$ cat src/rtl/id_ex_hazard_reg.sv
// ID/EX pipeline register with load-use hazard detection and EX flush.
// Captures operands, immediate, PC, register numbers and packed control at
// the end of ID. A load in EX whose rd is read by the ID instruction stalls
// PC and IF/ID for one cycle and inserts a bubble into EX; a taken
// branch/jump resolved in EX flushes IF/ID and bubbles EX, overriding any
// stall.
// Optional feature: define PERF_CNT_EN to add stall_cnt/flush_cnt counters.
// Handshake: id_valid qualifies the ID slot; pc_write/ifid_write low means
// "upstream hold", ifid_flush high means "upstream discard". There is no
// backpressure from EX.
module id_ex_hazard_reg #(
   parameter int XLEN   = 32,
   parameter int CTRL_W = 10
) (
   input  logic              clk,
   input  logic              rst,
   input  logic              id_valid,
   input  logic [XLEN-1:0]   id_pc,
   input  logic [XLEN-1:0]   id_rs1Data,
   input  logic [XLEN-1:0]   id_rs2Data,
   input  logic [XLEN-1:0]   id_imm,
   input  logic [4:0]        id_rs1Addr,
   input  logic [4:0]        id_rs2Addr,
   input  logic [4:0]        id_rdAddr,
   input  logic              id_useRs1,
   input  logic              id_useRs2,
   input  logic [CTRL_W-1:0] id_ctrl,
   input  logic              ex_flush,
   output logic              pc_write,
   output logic              ifid_write,
   output logic              ifid_flush,
   output logic              ex_valid,
   output logic [XLEN-1:0]   ex_pc,
   output logic [XLEN-1:0]   ex_rs1Data,
   output logic [XLEN-1:0]   ex_rs2Data,
   output logic [XLEN-1:0]   ex_imm,
   output logic [4:0]        ex_rs1Addr,
   output logic [4:0]        ex_rs2Addr,
   output logic [4:0]        ex_rdAddr,
   output logic [CTRL_W-1:0] ex_ctrl
`ifdef PERF_CNT_EN
   ,
   output logic [31:0]       stall_cnt,
   output logic [31:0]       flush_cnt
`endif
);

   // Bit 1 of the packed control word is MemRead.
   localparam int MEMREAD_BIT = 1;

   logic rs1_match;
   logic rs2_match;
   logic hz;

   // Load-use detection against the instruction currently held in EX.
   always_comb begin
      rs1_match  = id_useRs1 & (id_rs1Addr == ex_rdAddr);
      rs2_match  = id_useRs2 & (id_rs2Addr == ex_rdAddr);
      hz         = ex_valid & ex_ctrl[MEMREAD_BIT] & (ex_rdAddr != 5'd0) &
                   id_valid & (rs1_match | rs2_match);
      // A flush discards the ID instruction, so it never needs to be held.
      pc_write   = ~hz | ex_flush;
      ifid_write = ~hz | ex_flush;
      ifid_flush = ex_flush;
   end

   // Pipeline register: reset, flush and hazard all produce a fully zeroed bubble.
   always_ff @(posedge clk) begin
      if (rst || ex_flush || hz) begin
         ex_valid   <= 1'b0;
         ex_pc      <= '0;
         ex_rs1Data <= '0;
         ex_rs2Data <= '0;
         ex_imm     <= '0;
         ex_rs1Addr <= '0;
         ex_rs2Addr <= '0;
         ex_rdAddr  <= '0;
         ex_ctrl    <= '0;
      end else begin
         ex_valid   <= id_valid;
         ex_pc      <= id_pc;
         ex_rs1Data <= id_rs1Data;
         ex_rs2Data <= id_rs2Data;
         ex_imm     <= id_imm;
         ex_rs1Addr <= id_rs1Addr;
         ex_rs2Addr <= id_rs2Addr;
         ex_rdAddr  <= id_rdAddr;
         // An invalid slot must never carry side-effecting control into EX.
         ex_ctrl    <= id_valid ? id_ctrl : '0;
      end
   end

`ifdef PERF_CNT_EN
   logic [31:0] stall_cnt_r;
   logic [31:0] flush_cnt_r;

   // Event counters; a stall masked by a flush is counted only as a flush.
   always_ff @(posedge clk) begin
      if (rst) begin
         stall_cnt_r <= 32'd0;
         flush_cnt_r <= 32'd0;
      end else begin
         if (hz && !ex_flush) stall_cnt_r <= stall_cnt_r + 32'd1;
         if (ex_flush)        flush_cnt_r <= flush_cnt_r + 32'd1;
      end
   end

   assign stall_cnt = stall_cnt_r;
   assign flush_cnt = flush_cnt_r;
`endif

endmodule

$ cat config.mk
export PLATFORM = sky130hd
export DESIGN_NAME = id_ex_hazard_reg
export DESIGN_NICKNAME = d
export VERILOG_FILES = /design/src/rtl/id_ex_hazard_reg.sv
export SDC_FILE = /design/constraint.sdc
export NUM_CORES = 1
export LEC_CHECK = 0
export ABC_AREA = 1
export CORE_ASPECT_RATIO = 1.5
export CORE_MARGIN = 2
export CORE_UTILIZATION = 30
export CTS_BUF_LIST = sky130_fd_sc_hd__clkbuf_16
export DETAILED_ROUTE_END_ITERATION = 7
export PLACE_DENSITY = 0.7
export SLEW_MARGIN = 20
export SYNTH_ARGS = -nofsm -noshare
export SYNTH_HDL_FRONTEND = slang
export SYNTH_SLANG_ARGS = --single-unit
$ cat constraint.sdc
create_clock -name clk -period 2.8 [get_ports clk]
set_clock_uncertainty 0.05 [all_clocks]
set_input_delay 0.42 -clock clk [delete_from_list [all_inputs] [get_ports clk]]
set_output_delay 0.42 -clock clk [all_outputs]
set_load 0.005 [all_outputs]
After elaboration in Yosys (flattened, before gate mapping)
Cells that the tools add are included.
W data, S select, Z words.
{"block": "totals", "elab_cells": 25, "inputBits": 159, "output_inout_bits": 157, "register_bits": 154}
{"block": "classes", "n_reduce_logical": 4, "n_eq_ne": 2, "bitwise_logic": 10}
{"operator": "$eq A5 B5 Y1", "n": 2}
{"operator": "$and A1 B1 Y1", "n": 6}
{"operator": "$reduce_bool A5 Y1", "n": 1}
{"operator": "$logic_or A1 B1 Y1", "n": 2}
{"operator": "$not A1 Y1", "n": 2}
{"operator": "$or A1 B1 Y1", "n": 2}
{"operator": "$reduce_or A2 Y1", "n": 1}

Depth between registers and ports, before layout
{"block": "depth", "word_depth": 6, "depth_mapped": 11, "ltp_nobuf": 9}

Worst setup path before layout
OpenSTA, ideal clock, no wires.
{"block": "synth_path", "kind": "input port to output port", "startpoint": "in id_rs1Addr[0]", "endpoint": "out pc_write", "path_buffers": 1, "t_required_ns": 2.330, "slack_ns": 1.076, "cell_stages": 9, "arrival_ns": 1.254, "cell_sequence": "inv_1 nand2_1 nand2_1 nor2_1 nand3_1 nand2_1 nand2_1 or2_2 buf_4"}
{"block": "synth_via", "elab_chain_cells": 6}
{"element": "start: declaration", "line": "22", "source": "input logic [4:0] id_rs1Addr,"}
{"element": "$eq A5 B5 Y1", "line": "57", "source": "rs1_match = id_useRs1 & (id_rs1Addr == ex_rdAddr);"}
{"element": "$and A1 B1 Y1", "line": "57"}
{"element": "$or A1 B1 Y1", "line": "60", "source": "id_valid & (rs1_match | rs2_match);"}
{"element": "$and A1 B1 Y1", "line": "60"}
{"element": "$not A1 Y1"}
{"element": "$or A1 B1 Y1"}
{"element": "end: declaration", "line": "29", "source": "output logic pc_write,"}
Every way passes these cells.

Worst setup path in the final report
{"block": "layout_path", "startpoint": "in id_rs1Addr[4]", "endpoint": "out ifid_write"}
{"block": "layout_via", "elab_chain_cells": 6}
{"element": "$eq A5 B5 Y1", "line": "57"}
{"element": "$and A1 B1 Y1", "line": "57"}
{"element": "$or A1 B1 Y1", "line": "60"}
{"element": "$and A1 B1 Y1", "line": "60"}
{"element": "$not A1 Y1", "line": "63", "source": "ifid_write = ~hz | ex_flush;"}
{"element": "$or A1 B1 Y1", "line": "63"}
{"element": "end: declaration", "line": "30", "source": "output logic ifid_write,"}
Every way passes these cells.

==> impl_metrics.ini <==
[outcome]
status = finished clean

[synth]
synth_seq_cells = 154
synth-seq-area-share = 0.676
muxShareOfSynthArea = 0
synth_cells = 531
synth_top_family_by_area = simple AND/OR/NAND/NOR gates
ys_warn_count = 0
synth-compound-area-share = 0
synth_xor_area_frac = 0
avgSynthCellArea_um2 = 8.59
synth_cell_types = 12
synthesis.area_um2 = 4560
yosys.area_share.simple = 0.168
synth-adder-area-share = 0
syn_nets = 690

[hold_path]
min_path_type = in2reg

[critical_path]
critPathLaunchType = primary input
critPathKind = in2out
path_cells = clkdlybuf4s50_1 > inv_1 > nand2_1 > nand2_1 > nor2_1 > nand3_1 > nand2_1 > nand2_1 > or2_2 > clkdlybuf4s50_1
critPathTopFamily = buffers and inverters
required_ns = 2.33
arrival_ns = 2.19
slowest_delay_ns = 0.48
cpMostUsedCell = nand2_1
crit_path_end_kind = primary output
path_max_fanout = 2
slowest_stage = clkdlybuf4s50_1
crit_buf_inv = 3

[grt]
grt_overflow = 0
met1_usage = 0.161
use_met2 = 0.306
gr-max-usage-layer = met2
grt.met3_usage = 0.0670
grt_max_degree = 48
grt_pass1_wl_um = 20800
first_global_vias = 4058
groute.usage.overall = 0.167
antenna_found_initial = 0

[power_and_ir_drop]
ir_drop_v = 0.000363
power.density_nw_per_um2 = 601
leakagePower_uw = 0.00403

[layout]
multiInputGateArea_um2 = 769
stdcell_count = 1063
drive_gt1_frac = 0.0451
final_common_cell = clkdlybuf4s50_1
final_cell_mix = clkdlybuf4s50_1, nor2_1, inv_1
antenna_cells = 0
final_nets = 1010
fill_cells = 1342
synthToLayoutAreaGrowth_pct = 86.3
seq_area_um2 = 3080

[clock_tree]
cts_buffer_depth = 2
path_clk_slew_ns = 0.07
ctsResizeCount = 0
cts-buffers-inserted = 17
post_cts_buffers = 0
root_buffer = clkbuf_16
cts_max_level = 4
cts.sinks = 154
cts_tree = done
clkLatencyLatePin_ns = 0.41
postCtsHoldBufs = 0

[routing]
drc_errors = 0
routed_wl_um = 13500
wl_per_cell_um = 12.7
postRouteAntennaNets = 0
vias = 4052
viasPerCell = 3.81
drt_first_pass_iters = 5
drt-initial-drc-count = 77

[sta]
period_share = 0.949
hold_viol = 0
rsz0062_at_grt = false
fmax_ghz = 0.376
setup_viol = 0
fin_crit_ns = 2.66
worst_pin_slew_ns = 0.414
max_slew_margin = 0.723
fin_tns_setup_ns = 0
drv_slew = 0

[die]
die_area_um2 = 16200
pin_count = 316
die_h_um = 155
rows = 55
start_util = 0.304
core_area_um2 = 15000
die_x_um = 105

[placed_design]
port_buffers = 315
dp_hpwl_um = 10700
place_congestion = 0.840
dp.cells = 1031

[run]
cap_violations = 0
-- state kept, by name (all words and copies together), names as in the netlist --
register and flops:
ex_ctrl 10, ex_valid 1, ex_rdAddr 5, ex_imm 32
ex_rs2Data 32, ex_rs2Addr 5, ex_pc 32, ex_rs1Data 32
ex_rs1Addr 5
-- cell families after synthesis --
| family | count (synthesis) |
|---|---|
| AND/OR/NAND/NOR | 200 |
| buffers and inverters | 177 |
| flip-flops | 154 |
-- layer usage --
layer | share of wire | wire [um] | up-vias
li1 | - | - | 2087
met1 | 0.34 | 4630 | 1748
met2 | 0.53 | 7200 | 193
met3 | 0.093 | 1250 | 24
met4 | 0.030 | 398 | 0
met5 | 0 | 0 | -
-- Yosys cell counts, drive strengths merged --
library cell	number	area, um2
nand3	3	15.0
nand4	2	12.5
nor2	163	612
dfxtp	154	3080
buf	18	119
inv	159	597
or2	1	6.26
nand2	31	119
-- final timing paths --
check	cells past startpoint	end	slack (ns)	startpoint
worst max register to register	11	ex_pc[13]	0.93	ex_rdAddr[4]
worst max-delay path	10	ifid_write	0.14	id_rs1Addr[4]
worst min-delay path	3	ex_rs1Data[17]	0.47	id_rs1Data[17]
worst min register to register	6	ex_imm[0]	0.84	ex_ctrl[1]
-- per-stage QoR --
stage / util / instance area [um2] / total power [uW] / worst slack (ns) / hold WS, ns
5_1_grt: 0.567 / 8500 / 5340 / 0.00863 / 0.444
2_1_floorplan: - / 4560 / 2490 / 1.08 / 0.482
6_report: 0.567 / 8500 / 5110 / 0.142 / 0.471
3_5_place_dp: 0.528 / 7920 / 2910 / 0.135 / 0.834
3_3_place_gp: 0.528 / 7920 / 2910 / 0.140 / 0.828
4_1_cts: 0.567 / 8500 / 5190 / 0.122 / 0.452
-- worst register-to-register path, stage by stage (launching register included) --
cell	delay [ns]
dfxtp_1	0.44
inv_2	0.06
nand2_1	0.06
nand2_1	0.06
nor2_1	0.15
nand3_1	0.09
nand2_1	0.09
nand2_1	0.07
buf_4	0.14
nand2_4	0.18
buf_12	0.26
nor2_1	0.11
-- final cells by class --
| class | count | area share |
|---|---|---|
| repair buffers | 319 | 0.379 |
| flip-flops and latches | 154 | 0.363 |
| multi-input cells | 200 | 0.0905 |
| inverters | 159 | 0.0702 |
| clock buffers | 17 | 0.0500 |
| well taps | 199 | 0.0293 |
| clock inverters | 15 | 0.0184 |
-- report_power, final --
part           switching, uW  internal (uW)  leakage (uW)
Combinational            178            377       0.00249
Sequential              24.6           2280       0.00126
Clock                    991           1260      0.000281
Total                   1190           3910       0.00403
Note: power is estimated with default switching activity, not from simulation.
==> variant 1 (same settings) <==
Change the parameter `XLEN` from 32 to 36.
--- a/src/rtl/id_ex_hazard_reg.sv
+++ b/src/rtl/id_ex_hazard_reg.sv
@@ -10,5 +10,5 @@
 // backpressure from EX.
 module id_ex_hazard_reg #(
-   parameter int XLEN   = 32,
+   parameter int XLEN   = 36,
    parameter int CTRL_W = 10
 ) (
Ports: changed (8 resized); port bits go from 316 to 348. No check against the original RTL was run, so the function may have changed too.
==> variant 1 against the original RTL <==
  * Power grew 3.8%
  * Area after synthesis grew 10%
  * Non-clock buffer count rose by 32
  * Worst setup slack got worse by 0.049 ns
  * Sequential cell count grew 16
  * Global-route usage fell by 0.20 points
  * Highest routed layer unchanged
  * Routed wire length is 11% higher
  * Cell area rose by 8.9%
==> variant 1: results (changes against the original RTL) <==
Clk pwr: 0.00215 W (was 0.00225 W)
Insertion delay to the later sink of the worst-skew pair: 0.41 ns (about the same)
Crit-path max FO: 2 (unchanged)
Total global-route track usage: 16.5% (was 16.7%)
Via count: 4,450 (was 4,052)
Clk buf depth: 2 (unchanged)
Layout cells sized above 1: 4.34% (was 4.51%)
Synth top area cells: dfxtp_1, nor2_1, inv_1 (unchanged)
WP data arrival: 2.24 ns (was 2.19 ns)
Worst hold start: id_ctrl[3] (was id_rs1Data[17])
Placed cell areas: 8700 µm² (was 7920 µm²)
Port Buffers: 347 (was 315)
WL met3: 1.81 mm (was 1.25 mm)
Reg2reg path depth: 11 (unchanged)
DRT Pass-1 Iters: 6 (was 5)
Via/cell ratio: 3.85 (was 3.81)
Antenna violations before repair: 1 (was 0)
Fill cell count: 1,513 (was 1,342)
Top Layer Used: met4 (unchanged)
Largest net degree at the start of global routing: 68 (was 48)
M1 WL: 4.93 mm (was 4.63 mm)
DRT iter0 DRCs: 150 (was 77)
Seq/Total Area, Yosys: 67.7% (was 67.6%)
Synth Instances: 582 (was 531)
Reg2reg start: ex_rdAddr[2] (was ex_rdAddr[4])
Setup WS pre-CTS: 0.0461 ns (was 0.135 ns)
Sw Share: 23.0% (was 23.4%)
Vias in the first global route: 4,320 (was 4,058)
Drt wl/cell: 13.0 µm (was 12.7 µm)
Net count after synthesis: 757 (was 690)
Worst VDD drop: 0.395 mV (was 0.363 mV)
Relative slew slack: 69.8% (was 72.3%)
GR met3 Demand/Resource: 8.48% (was 6.70%)
Commonest cells post-synth: nor2_1, inv_1, dfxtp_1 (unchanged)
Met1 usage: 14.9% (was 16.1%)
Leak: 4.39 nW (was 4.03 nW)
Reg2reg end: ex_rs2Data[21] (was ex_pc[13])
Met2 WL: 7.68 mm (was 7.20 mm)
Status: finished clean (unchanged)
Fin util: 55.7% (was 56.7%)
Worst Hold Path EP: ex_ctrl[3] (was ex_rs1Data[17])
Met2 GRT Util: 29.3% (was 30.6%)
Clock network power share: 40.5% (was 44.1%)
Routability congestion estimate: 0.849 (was 0.840)
Dpl cells: 1,123 (was 1,031)
HPWL after DPL: 11.8 mm (was 10.7 mm)
WHS: 0.465 ns (was 0.471 ns)
Flop-to-flop setup slack: 0.94 ns
First-pass GRT wire length: 21.8 mm (was 20.8 mm)
Synth cell types: 11 (was 12)
Seq. pwr: 0.00254 W (was 0.00230 W)
-- variant 1: changes by cell type in the layout (fill, tap and decap cells not counted), sizes merged --
cell | before | now
clkinv | 4 | 8
bufinv | 1 | 0
dlymetal6s2s | 0 | 1
nor2 | 163 | 179
inv | 167 | 181
dfxtp | 154 | 170
clkdlybuf4s50 | 315 | 346
-- variant 1: area by class of cell --
type	count	share of cell area, %
Timing Repair Buffer	351	38.3
Tap cell	210	2.84
Clock inverter	15	1.34
Inverter	176	7.14
Sequential cell	170	36.8
Clock buffer	17	4.60
Multi-Input combinational cell	216	9.02
-- variant 1: worst max path at each step --
stage	slack, ns	depth (start not counted)	to	startpoint
2_1_floorplan	1.08	9	pc_write	id_rs1Addr[1]
3_3_place_gp	0.07	10	ifid_write	id_rs2Addr[4]
3_5_place_dp	0.05	10	ifid_write	id_rs2Addr[4]
4_1_cts	0.03	10	ifid_write	id_rs2Addr[4]
5_1_grt	0.02	10	pc_write	id_rs2Addr[4]
6_report	0.09	10	pc_write	id_rs2Addr[4]
==> variant 2 (config.mk and constraints unchanged) <==
Without the edit above. Add an input register stage for `id_rs2Data`, without a reset; this delays it by one clock. The other inputs are not delayed to match.
--- a/src/rtl/id_ex_hazard_reg.sv
+++ b/src/rtl/id_ex_hazard_reg.sv
@@ -49,4 +49,10 @@
    localparam int MEMREAD_BIT = 1;
 
+   logic [XLEN-1:0] id_rs2Data_q;
+
+   always_ff @(posedge clk) begin
+      id_rs2Data_q <= id_rs2Data;
+   end
+
    logic rs1_match;
    logic rs2_match;
@@ -81,5 +87,5 @@
          ex_pc      <= id_pc;
          ex_rs1Data <= id_rs1Data;
-         ex_rs2Data <= id_rs2Data;
+         ex_rs2Data <= id_rs2Data_q;
          ex_imm     <= id_imm;
          ex_rs1Addr <= id_rs1Addr;
Formal check against the unedited RTL: not equivalent (a bounded check fails within 4 cycles, from zero or initial values).
==> variant 2 against the original RTL <==
  * Worst setup slack better by 0.046 ns
  * Area after synthesis up 14%
  * Sequential cell count up 32
  * Non-clock buffer count up 1
  * Critical endpoint unchanged
  * Register-to-register slack about the same
  * Sequential share of layout area up 4.3 points
  * Largest power group unchanged
  * Highest routed layer unchanged
  * Cell area up 7.9%
  * Routed wire length up 0.17%
  * Synthesized cell count up 6.0%
  * Global-route usage down 2.4 points
  * Power up 11%
  * Maximum frequency up 1.7%
  * Sequential power up 21%
==> variant 2: results (changes against the original RTL) <==
Setup WS pre-CTS: 0.168 ns (was 0.135 ns)
WHS: 0.354 ns (was 0.471 ns)
DRT iter0 DRCs: 137 (was 77)
Worst-margin pin slew: 0.432 ns (was 0.414 ns)
Post-CTS setup buffers: 0 (unchanged)
Worst setup path startpoint: id_rs2Addr[4] (was id_rs1Addr[4])
Worst hold start: id_rs2Data_q[29] (was id_rs1Data[17])
Drt wl/cell: 12.1 µm (was 12.7 µm)
Worst Hold Path EP: ex_rs2Data[29] (was ex_rs1Data[17])
Worst VDD drop: 0.450 mV (was 0.363 mV)
Leak: 4.31 nW (was 4.03 nW)
Routability congestion estimate: 0.807 (was 0.840)
Mean Syn Cell Area: 9.24 µm² (was 8.59 µm²)
Total global-route track usage: 14.3% (was 16.7%)
Dpl cells: 1,078 (was 1,031)
Status: finished clean (unchanged)
Vias in the first global route: 4,062 (was 4,058)
Largest net degree at the start of global routing: 44 (was 48)
Synth top area cells: dfxtp_1, nor2_1, inv_1 (unchanged)
Via count: 4,230 (was 4,052)
WP data arrival: 2.14 ns (was 2.19 ns)
CTS resizes: 0 (unchanged)
Seq/Total Area, Yosys: 71.6% (was 67.6%)
Layout cells sized above 1: 4.35% (was 4.51%)
Worst Hold Class: reg2reg (was in2reg)
Antenna violations before repair: 2 (was 0)
First-pass GRT wire length: 20.1 mm (was 20.8 mm)
Clk slew on worst S/H paths: 0.07 ns (about the same)
Fill cell count: 1,549 (was 1,342)
DRT Pass-1 Iters: 4 (was 5)
Commonest cells post-synth: dfxtp_1, nor2_1, inv_1 (was nor2_1, inv_1, dfxtp_1)
Fin crit share: 93.3% (was 94.9%)
Net count after synthesis: 722 (was 690)
HPWL after DPL: 10.5 mm (was 10.7 mm)
[variant 2: cell count changes in the layout (fill, tap and decap cells not counted)]
cell        delta
clkinv_8       +1
dfxtp_1       +32
clkinv_4       +1
diode_2        +2
inv_6          -1
clkinvlp_4     -2
buf_4          +1
[variant 2: logic make-up (layout without fill, tap and decap cells)]
| logic type | Yosys count | count (layout) | synth area share, % |
|---|---|---|---|
| buffers and inverters | 177 | 510 | 13.8 |
| AND/OR/NAND/NOR | 200 | 200 | 14.7 |
| other | 0 | 2 | 0 |
| flip-flops | 186 | 186 | 71.6 |
[variant 2: through the flow]
stage / area, µm² / power [W]
floorplan: 5200 / 0.00298
global placement: 8580 / 0.00340
detailed placement: 8580 / 0.00341
CTS: 9170 / 0.00578
global route: 9170 / 0.00594
finish: 9170 / 0.00568
[variant 2: metal layers]
metal | vias to the layer above | global-route usage [%] | part of all wire [%]
met2 | 206 | 27.1 | 54
met4 | 0 | 5.56 | 2.1
met3 | 16 | 7.59 | 11
met1 | 1826 | 12.7 | 34
li1 | 2182 | - | -
met5 | - | 0 | 0
[variant 2: cell type report]
| type | instances | area (µm²) | share of cell area [%] |
|---|---|---|---|
| Timing Repair Buffer | 320 | 3230 | 35.2 |
| Clock buffer | 17 | 425 | 4.64 |
| Clock inverter | 14 | 158 | 1.72 |
| Multi-Input combinational cell | 200 | 769 | 8.39 |
| Sequential cell | 186 | 3720 | 40.6 |
| Tap cell | 213 | 267 | 2.91 |
| Antenna cell | 2 | 5.00 | 0.0546 |
| Inverter | 159 | 597 | 6.51 |
[variant 2: where the power goes]
part / leakage [nW] / internal, W / switching (W)
Combinational: 2.49 / 0.000378 / 0.000176
Clock: 0.287 / 0.00126 / 0.00108
Sequential: 1.53 / 0.00275 / 0.0000295
Total: 4.31 / 0.00440 / 0.00129
